===== config.mk =====
export PLATFORM = sky130hd
export DESIGN_NAME = fetch_stage
export DESIGN_NICKNAME = d
export VERILOG_FILES = /design/src/rtl/fetch_stage_pkg.sv /design/src/rtl/fetch_stage_fetch_queue.sv /design/src/rtl/fetch_stage.sv
export SDC_FILE = /design/constraint.sdc
export NUM_CORES = 1
export LEC_CHECK = 0
export ABC_AREA = 1
export ABC_CLOCK_PERIOD_IN_PS = 6700
export CAP_MARGIN = 20
export CORE_ASPECT_RATIO = 1.2
export CORE_UTILIZATION = 30
export CTS_CLUSTER_SIZE = 24
export DETAILED_ROUTE_END_ITERATION = 8
export DONT_BUFFER_PORTS = 1
export PLACE_DENSITY = 0.46
export SYNTH_ARGS = -nofsm -noshare
export SYNTH_HDL_FRONTEND = slang
export SYNTH_SLANG_ARGS = --single-unit

===== constraint.sdc =====
create_clock -name clk -period 6.7 [get_ports clk]
set_clock_uncertainty 0.15 [all_clocks]
set_input_delay 1.34 -clock clk [delete_from_list [all_inputs] [get_ports clk]]
set_output_delay 1.34 -clock clk [all_outputs]
set_load 0.03 [all_outputs]

===== src/rtl/fetch_stage_pkg.sv =====
// fetch_stage_pkg: shared instruction type, NOP constant and fetch queue entry for the IF stage
package fetch_stage_pkg;
  typedef logic [31:0] instruction_type;
  localparam instruction_type NOP_INSTR = 32'h0000_0013;
  typedef struct packed {
    instruction_type instr;
    logic [31:0]     pc;
  } fetch_entry_t;
endpackage


===== src/rtl/fetch_stage_fetch_queue.sv =====
// fetch_queue: synchronous FIFO of fetched {instruction, pc} entries, flush beats push
module fetch_queue
  import fetch_stage_pkg::*;
#(
  parameter int DEPTH = 2
) (
  input  logic                   clk,
  input  logic                   reset_n,
  input  logic                   push,
  input  logic                   pop,
  input  logic                   flush,
  input  fetch_entry_t           din,
  output fetch_entry_t           head,
  output logic [$clog2(DEPTH):0] count,
  output logic                   full,
  output logic                   empty
);
  localparam int AW = $clog2(DEPTH);
  fetch_entry_t mem [DEPTH];
  logic [AW-1:0] rd, wr;
  always_ff @(posedge clk) begin
    if (!reset_n || flush) begin
      rd    <= '0;
      wr    <= '0;
      count <= '0;
    end else begin
      if (push) begin
        mem[wr] <= din;
        wr      <= wr + 1'b1;
      end
      if (pop) rd <= rd + 1'b1;
      count <= count + {{AW{1'b0}}, push} - {{AW{1'b0}}, pop};
    end
  end
  assign head  = mem[rd];
  assign full  = count[AW];
  assign empty = count == '0;
endmodule


===== src/rtl/fetch_stage.sv =====
// fetch_stage: PC owner issuing in-order imem reads with credit flow control, stale-response dropping on redirect
module fetch_stage
  import fetch_stage_pkg::*;
#(
  parameter logic [31:0] RESET_PC    = 32'h0000_0000,
  parameter int          QUEUE_DEPTH = 2
) (
  input  logic            clk,
  input  logic            reset_n,
  output logic            imem_req_valid,
  input  logic            imem_req_ready,
  output logic [31:0]     imem_req_addr,
  input  logic            imem_rsp_valid,
  input  logic [31:0]     imem_rsp_data,
  input  logic            redirect_valid,
  input  logic [31:0]     redirect_pc,
  input  logic            stall,
  output logic            instr_valid,
  output instruction_type instruction,
  output logic [31:0]     pc_out
);
  localparam int W = $clog2(QUEUE_DEPTH) + 1;
  localparam logic [W-1:0] CAP = QUEUE_DEPTH[W-1:0];
  logic [31:0] fetch_pc, rsp_pc, new_pc;
  logic [W-1:0] outstanding, drop_cnt, count, inc, dec;
  logic [W:0] credit;
  logic accept, drop, push, pop, full, empty;
  fetch_entry_t head;
  fetch_queue #(.DEPTH(QUEUE_DEPTH)) u_queue (
    .clk(clk), .reset_n(reset_n), .push(push), .pop(pop), .flush(redirect_valid),
    .din('{instr: imem_rsp_data, pc: rsp_pc}), .head(head), .count(count), .full(full), .empty(empty)
  );
  assign new_pc         = {redirect_pc[31:2], 2'b00};
  assign credit         = {1'b0, outstanding} + {1'b0, count} - {{W{1'b0}}, pop};
  assign imem_req_valid = reset_n && !redirect_valid && credit < {1'b0, CAP};
  assign imem_req_addr  = fetch_pc;
  assign accept         = imem_req_valid && imem_req_ready;
  assign drop           = imem_rsp_valid && drop_cnt != '0;
  assign push           = imem_rsp_valid && !drop && !redirect_valid;
  assign instr_valid    = !empty && !redirect_valid;
  assign pop            = instr_valid && !stall;
  assign instruction    = instr_valid ? head.instr : NOP_INSTR;
  assign pc_out         = instr_valid ? head.pc : 32'h0;
  assign inc            = {{(W-1){1'b0}}, accept};
  assign dec            = {{(W-1){1'b0}}, imem_rsp_valid};
  always_ff @(posedge clk) begin
    if (!reset_n) begin
      fetch_pc    <= RESET_PC;
      rsp_pc      <= RESET_PC;
      outstanding <= '0;
      drop_cnt    <= '0;
    end else begin
      outstanding <= outstanding + inc - dec;
      if (redirect_valid) begin
        fetch_pc <= new_pc;
        rsp_pc   <= new_pc;
        drop_cnt <= outstanding - dec;
      end else begin
        fetch_pc <= accept ? fetch_pc + 32'd4 : fetch_pc;
        rsp_pc   <= push ? rsp_pc + 32'd4 : rsp_pc;
        drop_cnt <= drop ? drop_cnt - dec : drop_cnt;
      end
    end
  end
  always_ff @(posedge clk) begin
    if (reset_n) begin
      assert (!(push && full && !pop)) else $error("fetch queue overflow");
      assert (outstanding <= CAP) else $error("outstanding exceeds queue depth");
      assert (drop_cnt <= outstanding) else $error("drop_cnt exceeds outstanding");
    end
  end
endmodule

==> results.ini <==
[placement]
numPortBuffers=0
pre_cts_slack_ns=2.09
hpwl_um=17600
globalplace.congestion=0.891

[worst_hold_path]
hold_class=flip-flop to flip-flop

[grt]
grt_max_degree=64
grt_overflow=0
grt_pass1_wl_um=39000
grt_pass1_vias=6745
grt_use_total_pct=15.6
use_met1_pct=19.2
top_usage_layer=met2
antenna_found_initial=0
use_met2_pct=26.8
grtUsageMet3_pct=3.92

[setup_path]
critical_path.max_stage_delay_ns=0.47
path_max_fanout=36
path_class=primary input to primary output
worstPathCellList=a21oi_4, inv_1, or2_2, inv_1, ha_1, inv_1, nand2_1, fa_1, inv_1, nor2_4, nand2_1, inv_1
startpoint_type=primary input
worstSetupEndpointType=primary output
crit_top_cell=inv_1
arrival_ns=3.12
required_ns=5.21
cp_slowest_cell=fa_1

[cells_and_area]
fillCellCount=3271
utilization_pct=33.6
nets=1199
syn_to_final_growth_pct=9.72
n_antenna_cell=0
drive_gt1_share_pct=10.8

[status]
status=finished, violations left
violations=design-rule violations

[logic_synthesis]
synth-edff-count=124
synth.distinct_cells=37
synth-main-ff-cell=edfxtp_1
yosys_warnings=0
yosysSeqAreaShare_pct=52.9
synthArstFlopShare_pct=0
synthCells=1128
ys_ff_latch=193
synth_area_um2=9660
syn_avg_cell_area_um2=8.56

[timing]
finalHoldViolCount=0
rsz0062_at_grt=no
drv_slew=0
max_slew_margin_pct=35.0
fin_ws_ns=2.09
tightest_slew_ns=0.974
setup-violations-final=0
clock.fmax_ghz=0.217
tns_ns=0
fin_crit_sh_pct=68.8
min_period_ns=4.61

[clock_tree]
path_clk_slew_ns=0.07
ctsLongestPathBuffers=2
cts_buffers=17
ctsResizeCount=0
root_buffer=clkbuf_16
ctsHtreeMaxLevel=4
cts_tree=built
clkLatencyLatePin_ns=0.44
post-cts-setup-buffers=0
hold_buffers=0
clock_sinks=193

[floorplanning]
die_width_um=166
start_util_pct=30.6
die-height_um=199
io_pins=168
die-area_um2=32900
core_area_um2=31500
row_count=71

[power]
leakage_nw=4.29
seq_power_share_pct=53.8
cellPowerDensity_nw_per_um2=242
intPower_mw=1.88
vdd_ir_drop_max_uv=143
clkPwrFrac_pct=39.0
comb_power_share_pct=7.2
switching_share_pct=26.8
power_switching_mw=0.686

[drt]
first_iter_violations=461
drt_pass1_iterations=7
route.detailed.drc=17
routed_wl_um=25100
detail-route-antenna-nets=0
vias_per_cell=4.58
routedWlPerCell_um=16.4
vias=7024

[flow_run]
cap_violations=0

-- stage by stage --
| stage | hold slack [ns] | total power, mW | instance area [µm²] | std cells |
|---|---|---|---|---|
| 2_1_floorplan | 0.297 | 1.54 | 9670 | 1131 |
| 3_3_place_gp | 0.341 | 1.59 | 10000 | 1502 |
| 3_5_place_dp | 0.343 | 1.59 | 10000 | 1502 |
| 4_1_cts | 0.355 | 2.61 | 10600 | 1534 |
| 5_1_grt | 0.384 | 2.68 | 10600 | 1534 |
| 6_report | 0.353 | 2.56 | 10600 | 1534 |
-- worst paths after layout --
kind                                                  start                              to  slack [ns]  depth (start not counted)
worst min register to register     drop_cnt[1]$_SDFFE_PN0P_        drop_cnt[1]$_SDFFE_PN0P_        0.35                          2
worst min-delay path               drop_cnt[1]$_SDFFE_PN0P_        drop_cnt[1]$_SDFFE_PN0P_        0.35                          2
worst max register to register  u_queue.count[1]$_SDFF_PP0_  imem_req_addr[17]$_SDFFE_PN0P_        3.30                         18
worst max-delay path                         redirect_valid                  imem_req_valid        2.09                         12
-- metal layers --
| metal | wire length (µm) | up-vias |
|---|---|---|
| met5 | 0 | - |
| met4 | 435 | 0 |
| met3 | 1440 | 22 |
| met2 | 11900 | 163 |
| met1 | 11300 | 3245 |
| li1 | - | 3594 |
-- critical path, delay by kind of cell --
family / cells / cell delay (ns)
buffers and inverters: 5 / 0.45
AOI/OAI and AO/OA: 1 / 0.10
adders and majority gates: 2 / 0.69
and+or+nand+nor: 4 / 0.53
-- power by group through the flow --
stage,clock network [mW],registers (mW),logic [mW]
2_1_floorplan,0,1.39,0.157
3_3_place_gp,0,1.40,0.187
3_5_place_dp,0,1.41,0.187
4_1_cts,1.04,1.38,0.189
5_1_grt,1.08,1.39,0.213
6_report,1.00,1.38,0.185
-- state kept, by name, summed over array words and instances, names as in the netlist, named ones only --
name,cells
u_queue.mem,124
drop_cnt,2
rsp_pc,30
imem_req_addr,30
outstanding,2
u_queue.wr,1
u_queue.count,2
u_queue.rd,1
-- area by class of cell --
cell class,count,area [µm²],area share (%)
sequential,193,5110,48.2
multi-input combinational,719,3690,34.8
inverter,184,694,6.55
tap,401,502,4.73
clock buffer,19,453,4.27
clock inverter,13,116,1.10
timing repair buffer,5,37.5,0.354
-- kinds of logic (layout without fill, tap and decap cells) --
group | count (synthesis) | after routing | synth area share, %
muxes | 60 | 60 | 6.98
DFF | 193 | 193 | 52.9
AOI/OAI and AO/OA | 120 | 120 | 6.58
other | 1 | 4 | 0.0388
adders and majority gates | 9 | 9 | 1.24
buffers and inverters | 219 | 221 | 9.19
xor gates and xnor gates | 16 | 16 | 1.45
and+or+nand+nor | 510 | 510 | 21.7
-- Yosys cell counts (2+ instances only) --
| cell type | n | share of area, % |
|---|---|---|
| a21oi_1 | 53 | 2.7 |
| a31oi_1 | 9 | 0.58 |
| and2_1 | 3 | 0.19 |
| buf_2 | 10 | 0.52 |
| buf_4 | 5 | 0.39 |
| buf_6 | 4 | 0.47 |
| clkbuf_1 | 16 | 0.62 |
| dfxtp_1 | 69 | 14 |
| edfxtp_1 | 124 | 39 |
| ha_1 | 8 | 1.0 |
| inv_1 | 181 | 7.0 |
| mux2_2 | 59 | 6.9 |
| nand2_1 | 323 | 13 |
| nand2_2 | 3 | 0.19 |
| nand3_1 | 63 | 3.3 |
| nand3b_1 | 2 | 0.16 |
| nand4_1 | 3 | 0.19 |
| nor2_1 | 95 | 3.7 |
| nor2_2 | 7 | 0.45 |
| nor2_4 | 2 | 0.23 |
| nor3_1 | 2 | 0.10 |
| o211ai_1 | 4 | 0.31 |
| o21ai_0 | 37 | 1.9 |
| o21ai_1 | 14 | 0.73 |
| o22ai_1 | 2 | 0.13 |
| or2_2 | 5 | 0.32 |
| xnor2_1 | 6 | 0.54 |
| xor2_1 | 10 | 0.91 |
-- cells in the final DEF, fill, tap and decap left out, types with 2 or more instances in the layout --
| cell type | n |
|---|---|
| a31oi_1 | 9 |
| inv_4 | 2 |
| xnor2_1 | 6 |
| nor2_1 | 95 |
| or2_2 | 5 |
| xor2_1 | 10 |
| o22ai_1 | 2 |
| inv_1 | 181 |
| nand3b_1 | 2 |
| clkinv_2 | 3 |
| nand2_2 | 3 |
| inv_8 | 2 |
| a21oi_1 | 53 |
| o21ai_1 | 14 |
| and2_1 | 3 |
| nand2_1 | 323 |
| clkbuf_16 | 17 |
| o21ai_0 | 37 |
| mux2_2 | 59 |
| clkinv_4 | 2 |
| nand4_1 | 3 |
| nor3_2 | 2 |
| conb_1 | 4 |
| clkbuf_8 | 2 |
| buf_4 | 5 |
| inv_6 | 5 |
| nand3_1 | 63 |
| nor2_2 | 7 |
| edfxtp_1 | 124 |
| dfxtp_1 | 68 |
| o211ai_1 | 4 |
| nor2_4 | 2 |
| ha_1 | 8 |
(Power assumes the default switching activity.)
